==> src/rtl/rc4_pkg.sv <==
// Shared RC4 types and constants for the key schedule,
// keystream/decrypt stage and key-search controller.
package rc4_pkg;

  localparam int S_DEPTH   = 256;
  localparam int KEYLENGTH = 3;

  localparam logic [7:0] ASCII_LO = 8'h61;
  localparam logic [7:0] ASCII_HI = 8'h7A;
  localparam logic [7:0] ASCII_SP = 8'h20;

  typedef enum logic [3:0] {
    ST_IDLE,
    ST_INC_I,
    ST_WAIT_SI,
    ST_LATCH_SI,
    ST_SET_J,
    ST_WAIT_SJ,
    ST_LATCH_SJ,
    ST_WR_I,
    ST_WR_J,
    ST_SET_F,
    ST_WAIT_F,
    ST_LATCH_F,
    ST_WR_DEC,
    ST_CHECK,
    ST_DONE
  } prga_state_t;

endpackage

==> src/rtl/rc4_char_check.sv <==
// Legal plaintext byte test: 'a'..'z' or space.
// Shared with the key-search controller.
module rc4_char_check
  import rc4_pkg::*;
(
  input  logic [7:0] byte_i,
  output logic       legal_o
);

  logic in_az;
  logic is_sp;

  assign in_az = (byte_i >= ASCII_LO)
              && (byte_i <= ASCII_HI);
  assign is_sp = (byte_i == ASCII_SP);

  assign legal_o = in_az || is_sp;

endmodule

==> src/rtl/rc4_decrypt.sv <==
// RC4 PRGA stage: walks shuffled S, XORs keystream with
// the encrypted ROM, writes plaintext and flags bad keys.
module rc4_decrypt
  import rc4_pkg::*;
#(
  parameter int MSG_LEN        = 32,
  parameter bit KEYSTREAM_ONLY = 1'b0
) (
  input  logic       clk,
  input  logic       reset_n,
  input  logic       start,
  output logic [7:0] s_address,
  output logic [7:0] s_data,
  output logic       s_wren,
  input  logic [7:0] s_q,
  output logic [7:0] rom_address,
  input  logic [7:0] rom_q,
  output logic [7:0] dec_address,
  output logic [7:0] dec_data,
  output logic       dec_wren,
  output logic       busy,
  output logic       done,
  output logic       key_valid
);

  localparam int N_BYTES =
    (MSG_LEN > S_DEPTH) ? S_DEPTH : MSG_LEN;
  localparam logic [8:0] LAST_K = 9'(N_BYTES - 1);

  prga_state_t state_q, state_d;

  logic [7:0] i_q, i_d;
  logic [7:0] j_q, j_d;
  logic [7:0] si_q, si_d;
  logic [7:0] sj_q, sj_d;
  logic [8:0] k_q, k_d;
  logic [7:0] pt_q, pt_d;

  logic [7:0] s_addr_q, s_addr_d;
  logic [7:0] s_data_q, s_data_d;
  logic       s_wren_q, s_wren_d;
  logic [7:0] rom_addr_q, rom_addr_d;
  logic [7:0] dec_addr_q, dec_addr_d;
  logic [7:0] dec_data_q, dec_data_d;
  logic       dec_wren_q, dec_wren_d;
  logic       busy_q, busy_d;
  logic       done_q, done_d;
  logic       kv_q, kv_d;

  logic       legal;
  logic [7:0] plain;
  logic [7:0] f_idx;

  rc4_char_check u_chk (
    .byte_i  (pt_q),
    .legal_o (legal)
  );

  assign plain = s_q ^ rom_q;
  assign f_idx = si_q + sj_q;

  always_ff @(posedge clk) begin
    if (!reset_n) begin
      state_q    <= ST_IDLE;
      i_q        <= '0;
      j_q        <= '0;
      si_q       <= '0;
      sj_q       <= '0;
      k_q        <= '0;
      pt_q       <= '0;
      s_addr_q   <= '0;
      s_data_q   <= '0;
      s_wren_q   <= 1'b0;
      rom_addr_q <= '0;
      dec_addr_q <= '0;
      dec_data_q <= '0;
      dec_wren_q <= 1'b0;
      busy_q     <= 1'b0;
      done_q     <= 1'b0;
      kv_q       <= 1'b0;
    end else begin
      state_q    <= state_d;
      i_q        <= i_d;
      j_q        <= j_d;
      si_q       <= si_d;
      sj_q       <= sj_d;
      k_q        <= k_d;
      pt_q       <= pt_d;
      s_addr_q   <= s_addr_d;
      s_data_q   <= s_data_d;
      s_wren_q   <= s_wren_d;
      rom_addr_q <= rom_addr_d;
      dec_addr_q <= dec_addr_d;
      dec_data_q <= dec_data_d;
      dec_wren_q <= dec_wren_d;
      busy_q     <= busy_d;
      done_q     <= done_d;
      kv_q       <= kv_d;
    end
  end

  // Outputs are registered, so each state's bus values
  // are loaded on the transition into that state.
  always_comb begin
    state_d    = state_q;
    i_d        = i_q;
    j_d        = j_q;
    si_d       = si_q;
    sj_d       = sj_q;
    k_d        = k_q;
    pt_d       = pt_q;
    s_addr_d   = s_addr_q;
    s_data_d   = s_data_q;
    s_wren_d   = 1'b0;
    rom_addr_d = rom_addr_q;
    dec_addr_d = dec_addr_q;
    dec_data_d = dec_data_q;
    dec_wren_d = 1'b0;
    busy_d     = busy_q;
    done_d     = done_q;
    kv_d       = kv_q;

    unique case (state_q)
      ST_IDLE, ST_DONE: begin
        if (start) begin
          state_d  = ST_INC_I;
          i_d      = 8'd1;
          j_d      = '0;
          k_d      = '0;
          s_addr_d = 8'd1;
          busy_d   = 1'b1;
          done_d   = 1'b0;
          kv_d     = 1'b0;
        end
      end
      ST_INC_I:   state_d = ST_WAIT_SI;
      ST_WAIT_SI: state_d = ST_LATCH_SI;
      ST_LATCH_SI: begin
        state_d  = ST_SET_J;
        si_d     = s_q;
        j_d      = j_q + s_q;
        s_addr_d = j_q + s_q;
      end
      ST_SET_J:   state_d = ST_WAIT_SJ;
      ST_WAIT_SJ: state_d = ST_LATCH_SJ;
      ST_LATCH_SJ: begin
        state_d  = ST_WR_I;
        sj_d     = s_q;
        s_addr_d = i_q;
        s_data_d = s_q;
        s_wren_d = 1'b1;
      end
      ST_WR_I: begin
        state_d  = ST_WR_J;
        s_addr_d = j_q;
        s_data_d = si_q;
        s_wren_d = 1'b1;
      end
      ST_WR_J: begin
        state_d    = ST_SET_F;
        s_addr_d   = f_idx;
        rom_addr_d = k_q[7:0];
      end
      ST_SET_F:  state_d = ST_WAIT_F;
      ST_WAIT_F: state_d = ST_LATCH_F;
      ST_LATCH_F: begin
        state_d    = ST_WR_DEC;
        pt_d       = plain;
        dec_addr_d = k_q[7:0];
        dec_data_d = KEYSTREAM_ONLY ? s_q : plain;
        dec_wren_d = 1'b1;
      end
      ST_WR_DEC: state_d = ST_CHECK;
      ST_CHECK: begin
        if (!legal || k_q == LAST_K) begin
          state_d = ST_DONE;
          busy_d  = 1'b0;
          done_d  = 1'b1;
          kv_d    = legal;
        end else begin
          state_d  = ST_INC_I;
          i_d      = i_q + 8'd1;
          s_addr_d = i_q + 8'd1;
          k_d      = k_q + 9'd1;
        end
      end
      default: state_d = ST_IDLE;
    endcase
  end

  assign s_address   = s_addr_q;
  assign s_data      = s_data_q;
  assign s_wren      = s_wren_q;
  assign rom_address = rom_addr_q;
  assign dec_address = dec_addr_q;
  assign dec_data    = dec_data_q;
  assign dec_wren    = dec_wren_q;
  assign busy        = busy_q;
  assign done        = done_q;
  assign key_valid   = kv_q;

endmodule

==> config.mk <==
export PLATFORM = sky130hd
export DESIGN_NAME = rc4_decrypt
export DESIGN_NICKNAME = d
export VERILOG_FILES = /design/src/rtl/rc4_pkg.sv /design/src/rtl/rc4_char_check.sv /design/src/rtl/rc4_decrypt.sv
export SDC_FILE = /design/constraint.sdc
export NUM_CORES = 1
export LEC_CHECK = 0
export ABC_AREA = 1
export BUFFER_PORTS_ARGS = -buffer_cell sky130_fd_sc_hd__buf_2
export CORE_MARGIN = 2
export CORE_UTILIZATION = 45
export CTS_BUF_LIST = sky130_fd_sc_hd__clkbuf_4
export CTS_CLUSTER_DIAMETER = 120
export CTS_CLUSTER_SIZE = 30
export DETAILED_ROUTE_END_ITERATION = 12
export SLEW_MARGIN = 15
export SYNTH_ARGS = -nofsm -noshare
export SYNTH_HDL_FRONTEND = slang
export SYNTH_SLANG_ARGS = --single-unit
==> constraint.sdc <==
create_clock -name clk -period 2.2 [get_ports clk]
set_clock_uncertainty 0.1 [all_clocks]
set_input_delay 0.22 -clock clk [delete_from_list [all_inputs] [get_ports clk]]
set_output_delay 0.22 -clock clk [all_outputs]
set_load 0.01 [all_outputs]
---- After elaboration in Yosys (flattened, before gate mapping) ----
Index checks and enable logic that the tools add are counted.
word-level totals
  register bits after elaboration ......... 90
  input bits .............................. 19
  output and inout bits ................... 45
  word-level logic and storage cells ...... 80
operators by class
  add/subtract/negate cells ............... 4
  magnitude comparators ................... 2
  equality and inequality tests ........... 19
  mux-type cells .......................... 23
  bitwise operators ....................... 1
  reductions and logical operators ........ 15
operators with widths
  kind                 number
  $pmux 4 s14          1
  $pmux 8 s2           3
  $pmux 8 s6           1
  $eq 4x4->1 const B   7
  $mux 8               3
  $mux 9               2
  $pmux 9 s2           1
  $add 8x8->8          2
  $eq 4x3->1 const B   4
  $add 9x1->9 const B  1
  $eq 9x5->1 const B   1
  $reduce_and 3->1     3
  $add 8x1->8 const B  1
  $eq 4x2->1 const B   2
  $eq 8x6->1 const B   1
  $ge 8x7->1 const B   1
  $le 8x7->1 const B   1
  $mux 4               2
  $xor 8x8->8          1
  $mux 1               7
  $ne 2x2->1 const B   3
  $pmux 1 s2           3
  $reduce_bool 2->1    3
  $reduce_bool 6->1    1
  other kinds (7)      9

---- Depth between registers and ports, before layout ----
Gate-level depths: netlist (run 1).
  depth in word-level cells ............... 7
  mapped depth ............................ 12
  depth with buffers taken out ............ 12

---- Cells and area by module ----
Synthesis (run 1) repeated with hierarchy kept, for this count alone.
second synthesis, totals
  cells, all modules ...................... 668
  area, all modules ....................... 4705.8 um^2
modules (own cells, without submodules)
  module          instances  cells an instance  area an instance (um^2)  sequential area each (um^2)
  rc4_decrypt     1          653                4634.4                   1801.7
  rc4_char_check  1          15                 71.3                     0.0

---- Worst setup path after synthesis (run 1) ----
OpenSTA, ideal clock, no wires.
  kind .................................... register to register
  from .................................... reg j_q[0]
  to ...................................... reg s_addr_q[4], in the netlist s_address[4]
  library setup time ...................... 133 ps
  data arrival time ....................... 1439 ps
  slack ................................... 527 ps
  cell stages (with the launch flop) ...... 9
  buffers on the path ..................... 0
  period minus slack after synthesis ...... 1673 ps
  cell sequence ........................... dfxtp_1 > ha_1 > fa_1 > nand3_1 > nand2_1 > o21ai_0 > nand3_1 > nand2_1 > a21oi_2
on the way
  longest elaborated chain between the ends .. 2
RTL lines
  what                      RTL line            text
  start: declaration        rc4_decrypt.sv:33   logic [7:0] j_q, j_d;
  start signal: assignment  rc4_decrypt.sv:84   j_q <= j_d;
  $add 8x8->8               rc4_decrypt.sv:142  s_addr_d = j_q + s_q;
  $pmux 8 s6                rc4_decrypt.sv:123  unique case (state_q)
  end signal: assignment    rc4_decrypt.sv:89   s_addr_q <= s_addr_d;
  end: declaration          rc4_decrypt.sv:39   logic [7:0] s_addr_q, s_addr_d;
Every way passes these cells.
A chain may end at the register's enable or synchronous reset.

---- Worst setup path after layout (run 1) ----
  from .................................... reg k_q[0]
  to ...................................... reg s_addr_q[0], in the netlist s_address[0]
on the way
  longest elaborated chain between the ends .. 4
RTL lines
  what                               RTL line            text
  start: declaration                 rc4_decrypt.sv:36   logic [8:0] k_q, k_d;
  start signal: assignment           rc4_decrypt.sv:87   k_q <= k_d;
  $eq 9x5->1                         rc4_decrypt.sv:175  if (!legal || k_q == LAST_K) begin
  $logic_or 1x1->1                   rc4_decrypt.sv:175
  $ne 2x2->1 (no source line)        -
  $reduce_and 3->1 (no source line)  -
Every way passes these cells.

==> results of run 1 <==
state kept, by name (all words and copies together), names as in the netlist:
register     count
busy             1
dec_address      8
dec_data         8
dec_wren         1
done             1
i_q              8
j_q              8
k_q              9
key_valid        1
rom_address      8
s_address        8
s_data           8
s_wren           1
si_q             8
sj_q             8
state_q          4
placed cells by master, fill, tap and decap left out, types with 17 or more instances in the layout:
| cell type | count |
|---|---|
| buf_2 | 63 |
| inv_1 | 69 |
| nand2_2 | 17 |
| nand2_1 | 162 |
| nor2_1 | 80 |
| nand3_1 | 53 |
| dfxtp_1 | 90 |
| o21ai_0 | 34 |
| a21oi_1 | 54 |
through the flow:
stage / hold WS [ns] / util
after CTS: 0.00973 / 0.545
final: 0.0535 / 0.545
after floorplan: 0.283 / -
after global placement: 0.353 / 0.510
after global routing: 0.0556 / 0.545
after detailed placement: 0.356 / 0.510
critical path, stage by stage (launching register included):
cell and delay (ns):
dfxtp_1 0.49, ha_1 0.24, nand2_1 0.09, nor2_2 0.16
nand3_2 0.13, nand3_2 0.14, nand2_2 0.20, nand2_8 0.19
nand2_1 0.06, nand2_1 0.05, nor2_1 0.05
layout make-up:
class	count	share of cell area
well taps	136	0.0300
repair buffers	89	0.104
clock inverters	6	0.0227
clock buffers	10	0.0132
multi-input cells	498	0.461
flip-flops and latches	90	0.317
inverters	77	0.0527
synth_stat cells, drive strengths merged:
cell type / number / area (um2)
clkbuf: 10 / 37.5
a31o: 1 / 8.76
a21oi: 63 / 349
fa: 2 / 40.0
dfxtp: 90 / 1800
xor2: 9 / 78.8
clkinv: 1 / 8.76
ha: 16 / 200
nor3b: 2 / 15.0
a211oi: 5 / 37.5
a22oi: 3 / 22.5
nand3: 57 / 305
o211ai: 1 / 7.51
xnor2: 6 / 52.6
o22ai: 1 / 20.0
nand3b: 6 / 45.0
inv: 76 / 290
nor2: 88 / 360
nor3: 5 / 36.3
nand2: 182 / 757
nand4: 8 / 65.1
o21ai: 43 / 215
buf: 14 / 97.6
kinds of logic after synthesis:
kind of cell	synth area share
and+or+nand+nor	0.326
DFF	0.371
adders and majority gates	0.0495
AOI/OAI and AO/OA	0.136
buffers and inverters	0.0895
xor gates and xnor gates	0.0271
power groups by stage:
stage,sequential [uW],clock (uW),combinational (uW)
2_1_floorplan,1780,0,365
3_3_place_gp,1780,0,495
3_5_place_dp,1790,0,500
4_1_cts,1750,1300,526
5_1_grt,1760,1370,591
6_report,1750,1270,527
path summary, 6_finish.rpt:
| check | to | slack, ns | depth (start not counted) |
|---|---|---|---|
| setup reg to reg | s_address[0] | 0.22 | 10 |
| setup / recovery | s_address[0] | 0.22 | 10 |
| hold reg to reg | s_address[3] | 0.37 | 2 |
| hold / removal | dec_data[2] | 0.05 | 4 |
metal layers:
layer / wire length, um / GRT usage
met5: 0 / 0
met4: 289 / 0.0888
met3: 371 / 0.0369
met2: 6410 / 0.413
met1: 5890 / 0.298
what timing repair did:
item	in CTS	in global routing
setup endpoints to repair	0	0
setup buffers	0	0
hold buffers	16	0
hold endpoints to repair	17	0
==> summary.txt, run 1 <==
Layout
  – Final Cell Area: 0.00568 mm2
  – Nets: 802
  – Antenna Cells: 0
  – Fill count: 1044
  – Multi-input gate area: 0.00262 mm2
  – Synth-to-layout area growth: 17.0%
  – Fraction of layout cells with a size suffix above 1: 0.183
  – Finished Layout Cells: 906
  – Register area: 0.00180 mm2

Route
  – DRC Markers: 0
  – DR vias/cell: 5.07
  – Antenna viol nets, final: 0
  – Total wire length: 13.0 mm
  – Wirelength per Cell: 14.3 um
  – Pre-Repair DR Iteration Count: 5
  – Initial drt markers: 256
  – Via count: 4595

Min path
  – HP Start: rom_q[2]
  – Worst hold path type: in2reg

CTS
  – Clk slew on worst S/H paths: 0.14 ns
  – TritonCTS clock tree: done
  – Clk Tree Root Cell: clkbuf_4
  – TritonCTS Sinks: 90
  – Clock Latency Late Sink: 0.46 ns
  – Post-CTS sizing: 0
  – H-tree depth: 3
  – Number of buffers created by CTS: 9
  – Clock buffer depth: 2

Global routing
  – Largest net degree at the start of global routing: 51
  – Grt ovf: 0
  – Antenna violations before repair: 0
  – Vias in the first global route: 4369
  – Global-route wire length before repair: 21.6 mm
  – Gr usage total: 0.239

Floorplanning
  – Die area: 0.0116 mm2
  – Die W: 108 um
  – Core region area: 0.0104 mm2
  – Initial Util: 0.466
  – Die H: 108 um
  – # IOs: 64
  – Row count: 37

Pwr
  – Int Pwr: 2570 uW
  – Peak VDD IR: 0.000369 V
  – Switch share: 0.274
  – Leak pwr: 0.00269 uW
  – Flop pwr share: 0.494
  – Net Switching: 970 uW
  – Total power: 3540 uW
  – Comb pwr share: 0.149
  – Pwr/cell area: 624 mW/mm2
  – Power share of the clock group: 0.357

Run
  – Max cap viols: 0

Timing
  – Setup TNS: 0 ns
  – Setup-failing EPs final: 0
  – Worst-Margin Slew: 0.690 ns
  – Worst relative slew slack: 0.539
  – RSZ-0062 raised after global routing: false
  – Fmax achieved: 504 MHz
  – Period minus WS final: 1.98 ns
  – Ratio of final minimum period to clock period: 0.901
  – Max-slew violation count: 0
  – Count of final hold-check violations: 0
  – Final worst slack: 0.217 ns

Critical path
  – Crit end category: flop
  – Crit path kind: reg2reg
  – Worst r2r src: k_q[0]
  – Worst EP required: 2.47 ns
  – Crit path arrival time: 2.25 ns
  – CP startpoint: k_q[0]
  – Critical Path Start Type: flop
  – Max Fanout on Critical Path: 11

Placement
  – Dpl hpwl: 9.42 mm
  – Area after DPL: 0.00532 mm2
  – Number of placed instances, taps included: 874
  – RePlAce Congestion: 0.863
  – Pre-CTS worst setup slack: 0.240 ns
  – Port Buffers: 63

Yosys
  – Yosys warning count: 0
  – FF+latch count, synth: 90
  – Post-synth cell types: 37
  – Mapped Area: 0.00485 mm2
  – Sequential share of the synthesized area: 0.371
  – Syn nets: 726
  – Mapped Cells: 689
  – Synth Area per Inst: 7.04 um2

Outcome
  – Status: finished clean
No activity file was read; power rests on OpenSTA's default activity.
==> run 2, diff against run 1 <==
CELL_PAD_IN_SITES_DETAIL_PLACEMENT = 1   (was not set)
CELL_PAD_IN_SITES_GLOBAL_PLACEMENT = 2   (was not set)
CORE_MARGIN = not set   (was 2)
CORE_UTILIZATION = 34   (was 45)
PLACE_DENSITY_LB_ADDON = 0.1   (was not set)
==> summary.txt, run 2 (same netlist as run 1, synthesis figures left out) <==
Outcome
  – Status: finished clean

CTS
  – Clk slew on worst S/H paths: 0.14 ns (about the same)
  – TritonCTS Sinks: 90 (unchanged)
  – TritonCTS clock tree: done
  – H-tree depth: 3 (unchanged)
  – Clock buffer depth: 2 (unchanged)
  – Clock Latency Late Sink: 0.46 ns (about the same)
  – Clk Tree Root Cell: clkbuf_4
  – Post-CTS sizing: 0 (unchanged)
  – Hold buffers post-CTS: 15 (-1)
  – Post-CTS setup buffer count: 0 (unchanged)
  – Number of buffers created by CTS: 9 (unchanged)

Floorplanning
  – Die H: 121 um (+13%)
  – Row count: 43 (+16%)
  – Core region area: 0.0139 mm2 (+33%)
  – Die W: 121 um (+13%)
  – # IOs: 64 (unchanged)
  – Initial Util: 0.350 (-0.116)
  – Die area: 0.0148 mm2 (+27%)

Route
  – Antenna viol nets, final: 0 (unchanged)
  – Pre-Repair DR Iteration Count: 4 (-1)
  – Initial drt markers: 169 (-34%)
  – DR vias/cell: 4.96 (-2.3%)
  – DRC Markers: 0 (unchanged)
  – Wirelength per Cell: 15.8 um (+11%)
  – Via count: 4718 (+2.7%)
  – Total wire length: 15.1 mm (+16%)

Layout
  – Leading cell types in the layout, fill and taps excluded: nand2_1, dfxtp_1, nor2_1
  – Synth-to-layout area growth: 16.5%
  – Largest Register: k_q
  – Finished Layout Cells: 952 (+5.1%)
  – Commonest non-fill, non-tap cell in the layout: nand2_1
  – End-of-flow core utilization: 0.407 (-0.138)
  – Nets: 803 (+0.12%)
  – Max FFs per register: 9 (unchanged)
  – Fraction of layout cells with a size suffix above 1: 0.185 (+0.00236)
  – Fill count: 1804 (+73%)

Critical path
  – Crit path arrival time: 2.26 ns (about the same)
  – Max Fanout on Critical Path: 4 (-7)
  – Worst EP required: 2.46 ns (about the same)
  – Critical Path Start Type: input pin
  – Crit end category: flop
  – Crit path kind: in2reg

Timing
  – Worst relative slew slack: 0.584 (+0.0450)
  – Worst-Margin Slew: 0.623 ns (-0.0674 ns)
  – Count of final hold-check violations: 0 (unchanged)
  – Max-slew violation count: 0 (unchanged)
  – RSZ-0062 raised after global routing: false
  – Ratio of final minimum period to clock period: 0.910 (+0.00844)
  – Period minus WS final: 2.00 ns (+0.0186 ns)
  – Setup-failing EPs final: 0 (unchanged)
  – Fmax achieved: 500 MHz (-0.93%)
  – Final worst slack: 0.199 ns (-0.0186 ns)
  – Setup TNS: 0 ns (unchanged)

Global routing
  – Global-route wire length before repair: 24.7 mm (+14%)
  – Antenna violations before repair: 1 (+1)
  – Grt ovf: 0 (unchanged)
  – Gr usage total: 0.220 (-0.0192)
  – Vias in the first global route: 4862 (+11%)
  – Largest net degree at the start of global routing: 51 (unchanged)

Placement
  – Pre-CTS worst setup slack: 0.227 ns (-0.0127 ns)
  – Port Buffers: 63 (unchanged)
  – Dpl hpwl: 11.4 mm (+21%)
  – RePlAce Congestion: 0.819 (-5.1%)
  – Number of placed instances, taps included: 920 (+5.3%)

Run
  – Max cap viols: 0 (unchanged)

Pwr
  – Pwr/cell area: 574 mW/mm2 (-8.0%)
  – Peak VDD IR: 0.000215 V (-42%)
  – Leak pwr: 0.00265 uW (-1.3%)

Min path
  – Worst hold path type: in2reg
## run 2: cell types whose count changed in the layout (fill, tap and decap cells not counted)
cell / before / now
buf_12: 3 / 1
buf_4: 7 / 11
bufinv_16: 4 / 1
clkbuf_4: 10 / 11
clkinv_4: 1 / 2
clkinvlp_4: 0 / 1
diode_2: 0 / 1
dlygate4sd3_1: 16 / 15
## run 2: report_power, final
group          total, uW  switching [uW]  internal [uW]  leakage (uW)
clock network        959             590            369     0.0000745
registers           1750            66.8           1690      0.000728
logic                531             347            184       0.00185
total               3240            1000           2240       0.00265
## run 2: per-stage QoR
stage | hold slack [ns] | total power (uW) | cell area, um2
CTS | 0.0307 | 3300 | 5650
global route | 0.0356 | 3430 | 5650
detailed placement | 0.362 | 2300 | 5360
floorplan | 0.283 | 2140 | 4850
global placement | 0.356 | 2290 | 5360
finish | 0.0592 | 3240 | 5650
## run 2: area by class of cell
type                            count  area [um2]  area share
Timing Repair Buffer               90         568       0.101
Clock inverter                      5        55.1     0.00974
Inverter                           77         299      0.0529
Clock buffer                       11        82.6      0.0146
Multi-Input combinational cell    498        2620       0.463
Antenna cell                        1        2.50    0.000443
Tap cell                          180         225      0.0399
Sequential cell                    90        1800       0.319
## run 2: final timing paths
path / slack, ns / to / depth (start not counted) / from
worst min register to register: 0.38 / s_address[6] / 2 / s_address[6]
worst max-delay path: 0.20 / s_address[2] / 10 / s_q[0]
worst max register to register: 0.20 / s_address[0] / 10 / k_q[0]
worst min-delay path: 0.06 / dec_data[6] / 4 / rom_q[6]
## run 2: worst max-delay path, cell delays in order
cell and delay (ns):
dlygate4sd3_1 0.53, buf_2 0.16, ha_1 0.23, fa_1 0.43, nor2_1 0.12, nor2_1 0.06
a22oi_1 0.21, nand3_1 0.12, nand3_1 0.10, a21oi_1 0.07
## run 2: metal layers
layer	up-vias	track usage	wire, um
li1	2375	-	-
met1	2269	0.263	6810
met2	51	0.391	7560
met3	23	0.0273	341
met4	0	0.0918	354
met5	-	0	0
==> run 3, diff against run 2 <==
PLACE_DENSITY = 0.88   (was not set)
PLACE_DENSITY_LB_ADDON = not set   (was 0.1)
==> summary.txt, run 3 (same netlist as run 1, synthesis figures left out) <==
Outcome
  – Status: finished clean

Pwr
  – Peak VDD IR: 0.000278 V (+29%)
  – Flop pwr share: 0.571 (+0.030)
  – Int Pwr: 2080 uW (-7.1%)
  – Power share of the clock group: 0.254 (-0.042)
  – Comb pwr share: 0.175 (+0.011)
  – Pwr/cell area: 547 mW/mm2 (-4.7%)
  – Switch share: 0.322 (+0.0129)
  – Leak pwr: 0.00264 uW (-0.59%)
  – Net Switching: 990 uW (-1.3%)

Global routing
  – Grt ovf: 0 (unchanged)
  – Largest net degree at the start of global routing: 51 (unchanged)
  – M3 GR Usage: 0.0409 (+0.0136)
  – Vias in the first global route: 4925 (+1.3%)
  – GR peak layer: met2
  – Global-route wire length before repair: 24.7 mm (unchanged)
  – Antenna violations before repair: 0 (-1)
  – Met1 usage: 0.252 (-0.0116)
  – Gr usage total: 0.218 (-0.00139)
  – Global Route met2 Usage: 0.408 (+0.0163)

Timing
  – Worst relative slew slack: 0.566 (-0.0186)
  – Final worst slack: 0.179 ns (-0.0203 ns)
  – Setup-failing EPs final: 0 (unchanged)
  – Period minus WS final: 2.02 ns (+0.0203 ns)
  – Worst-Margin Slew: 0.651 ns (+0.0279 ns)
  – Fmax achieved: 495 MHz (-1.0%)
  – Count of final hold-check violations: 0 (unchanged)
  – RSZ-0062 raised after global routing: false
  – Setup TNS: 0 ns (unchanged)
  – Ratio of final minimum period to clock period: 0.919 (+0.00921)
  – Max-slew violation count: 0 (unchanged)

Critical path
  – Worst EP required: 2.47 ns (about the same)
  – Max Fanout on Critical Path: 11 (+7)
  – Delay of the slowest critical-path stage: 0.45 ns (-0.08 ns)
  – CP delay by family, top: simple AND/OR/NAND/NOR gates
  – Cell repeated most along the worst path: nand2_1
  – Critical Path Start Type: flop
  – Worst-path cell chain: ha_1 -> nand2_1 -> nor2_2 -> nand3_2 -> nand3_2 -> nand2_2 -> nand2_8 -> nand2_1 -> nand2_1 -> nor2_1
  – Crit path kind: reg2reg
  – Worst path slowest cell: dfxtp_1
  – Crit end category: flop
  – R2r worst-path depth: 10 (unchanged)
  – Crit path arrival time: 2.29 ns (+0.03 ns)
  – CP Depth: 10 (unchanged)
  – Bufs and invs on worst path: 0 (-2)

Min path
  – Hold Path Depth: 3 (-1)
  – Worst hold path type: in2reg

Layout
  – Commonest non-fill, non-tap cell in the layout: nand2_1
  – Synth-to-layout area growth: 15.7%
  – Leading cell types in the layout, fill and taps excluded: nand2_1, dfxtp_1, nor2_1
  – Max FFs per register: 9 (unchanged)
  – Multi-input gate area: 0.00262 mm2 (unchanged)
  – Nets: 803 (unchanged)
  – Register area: 0.00180 mm2 (unchanged)
  – Fraction of layout cells with a size suffix above 1: 0.182 (-0.00366)
  – Finished Layout Cells: 950 (-0.21%)
  – Largest Register: k_q
  – Fill count: 1808 (+0.22%)
  – Antenna Cells: 0 (-1)

Route
  – DRC Markers: 0 (unchanged)
  – DR vias/cell: 5.01 (+1.2%)
  – Total wire length: 15.0 mm (about the same)
  – Pre-Repair DR Iteration Count: 5 (+1)
  – Initial drt markers: 209 (+24%)
  – Antenna viol nets, final: 0 (unchanged)
  – Via count: 4764 (+0.97%)
  – Wirelength per Cell: 15.8 um (+0.11%)

CTS
  – Clk slew on worst S/H paths: 0.13 ns (about the same)
  – Clk Tree Root Cell: clkbuf_4
  – Clock Latency Late Sink: 0.47 ns (about the same)
  – Clock buffer depth: 2 (unchanged)
  – Number of buffers created by CTS: 9 (unchanged)
  – TritonCTS clock tree: done
  – TritonCTS Sinks: 90 (unchanged)
  – H-tree depth: 3 (unchanged)
  – Post-CTS sizing: 0 (unchanged)

Floorplanning
  – Die H: 121 um (unchanged)
  – Row count: 43 (unchanged)
  – Die W: 121 um (unchanged)
  – # IOs: 64 (unchanged)
  – Core region area: 0.0139 mm2 (unchanged)
  – Die area: 0.0148 mm2 (unchanged)
  – Initial Util: 0.350 (unchanged)

Placement
  – RePlAce Congestion: 0.836 (+2.1%)
  – Number of placed instances, taps included: 921 (+0.11%)
  – Pre-CTS worst setup slack: 0.211 ns (-0.0155 ns)
  – Port Buffers: 63 (unchanged)
  – Dpl hpwl: 11.3 mm (-0.31%)

Run
  – Max cap viols: 0 (unchanged)
-- run 3: changes by cell type in the layout (fill, tap and decap cells not counted), sizes merged --
| cell | delta |
|---|---|
| buf | +1 |
| bufinv | -1 |
| clkinvlp | -1 |
| clkbuf | -2 |
| dlygate4sd3 | -1 |
| diode | -1 |
| clkinv | +3 |
-- run 3: routing by layer --
metal / routed length, um / part of all wire
met1: 6430 / 0.43
met2: 7880 / 0.52
met3: 602 / 0.040
met4: 131 / 0.0087
met5: 0 / 0
-- run 3: power by group through the flow --
stage	clock (uW)	combinational [uW]	sequential, uW
5_1_grt	878	602	1760
6_report	780	537	1750
3_5_place_dp	0	519	1790
4_1_cts	819	541	1760
2_1_floorplan	0	365	1780
3_3_place_gp	0	503	1790
-- run 3: worst paths after layout --
path / from / end / slack (ns)
setup / recovery: k_q[0] / s_address[0] / 0.18
hold / removal: s_q[7] / sj_q[7] / 0.04
setup reg to reg: k_q[0] / s_address[0] / 0.18
hold reg to reg: s_address[1] / s_address[1] / 0.38
-- run 3: tightest hold or removal path, stage by stage --
cell	delay (ns)
buf_2	0.15
nand2_1	0.12
a21oi_1	0.07
-- run 3: layout make-up --
class,count,area share
multi-input cells,498,0.466
inverters,77,0.0533
flip-flops and latches,90,0.321
clock inverters,6,0.00446
repair buffers,90,0.103
clock buffers,9,0.0120
well taps,180,0.0401
-- run 3: what timing repair did --
item | 4_1_cts | 5_1_grt
hold endpoints to repair | 15 | 0
setup buffers | 0 | 0
setup endpoints to repair | 0 | 0
hold buffers | 14 | 0
-- run 3: through the flow --
| stage | total power (uW) | util | cell area, um2 | hold slack (ns) |
|---|---|---|---|---|
| 6_report | 3070 | 0.404 | 5610 | 0.0375 |
| 5_1_grt | 3240 | 0.404 | 5610 | 0.0134 |
| 4_1_cts | 3120 | 0.404 | 5610 | 0.00843 |
| 3_5_place_dp | 2310 | 0.388 | 5380 | 0.364 |
| 3_3_place_gp | 2290 | 0.388 | 5380 | 0.357 |
| 2_1_floorplan | 2140 | - | 4850 | 0.283 |
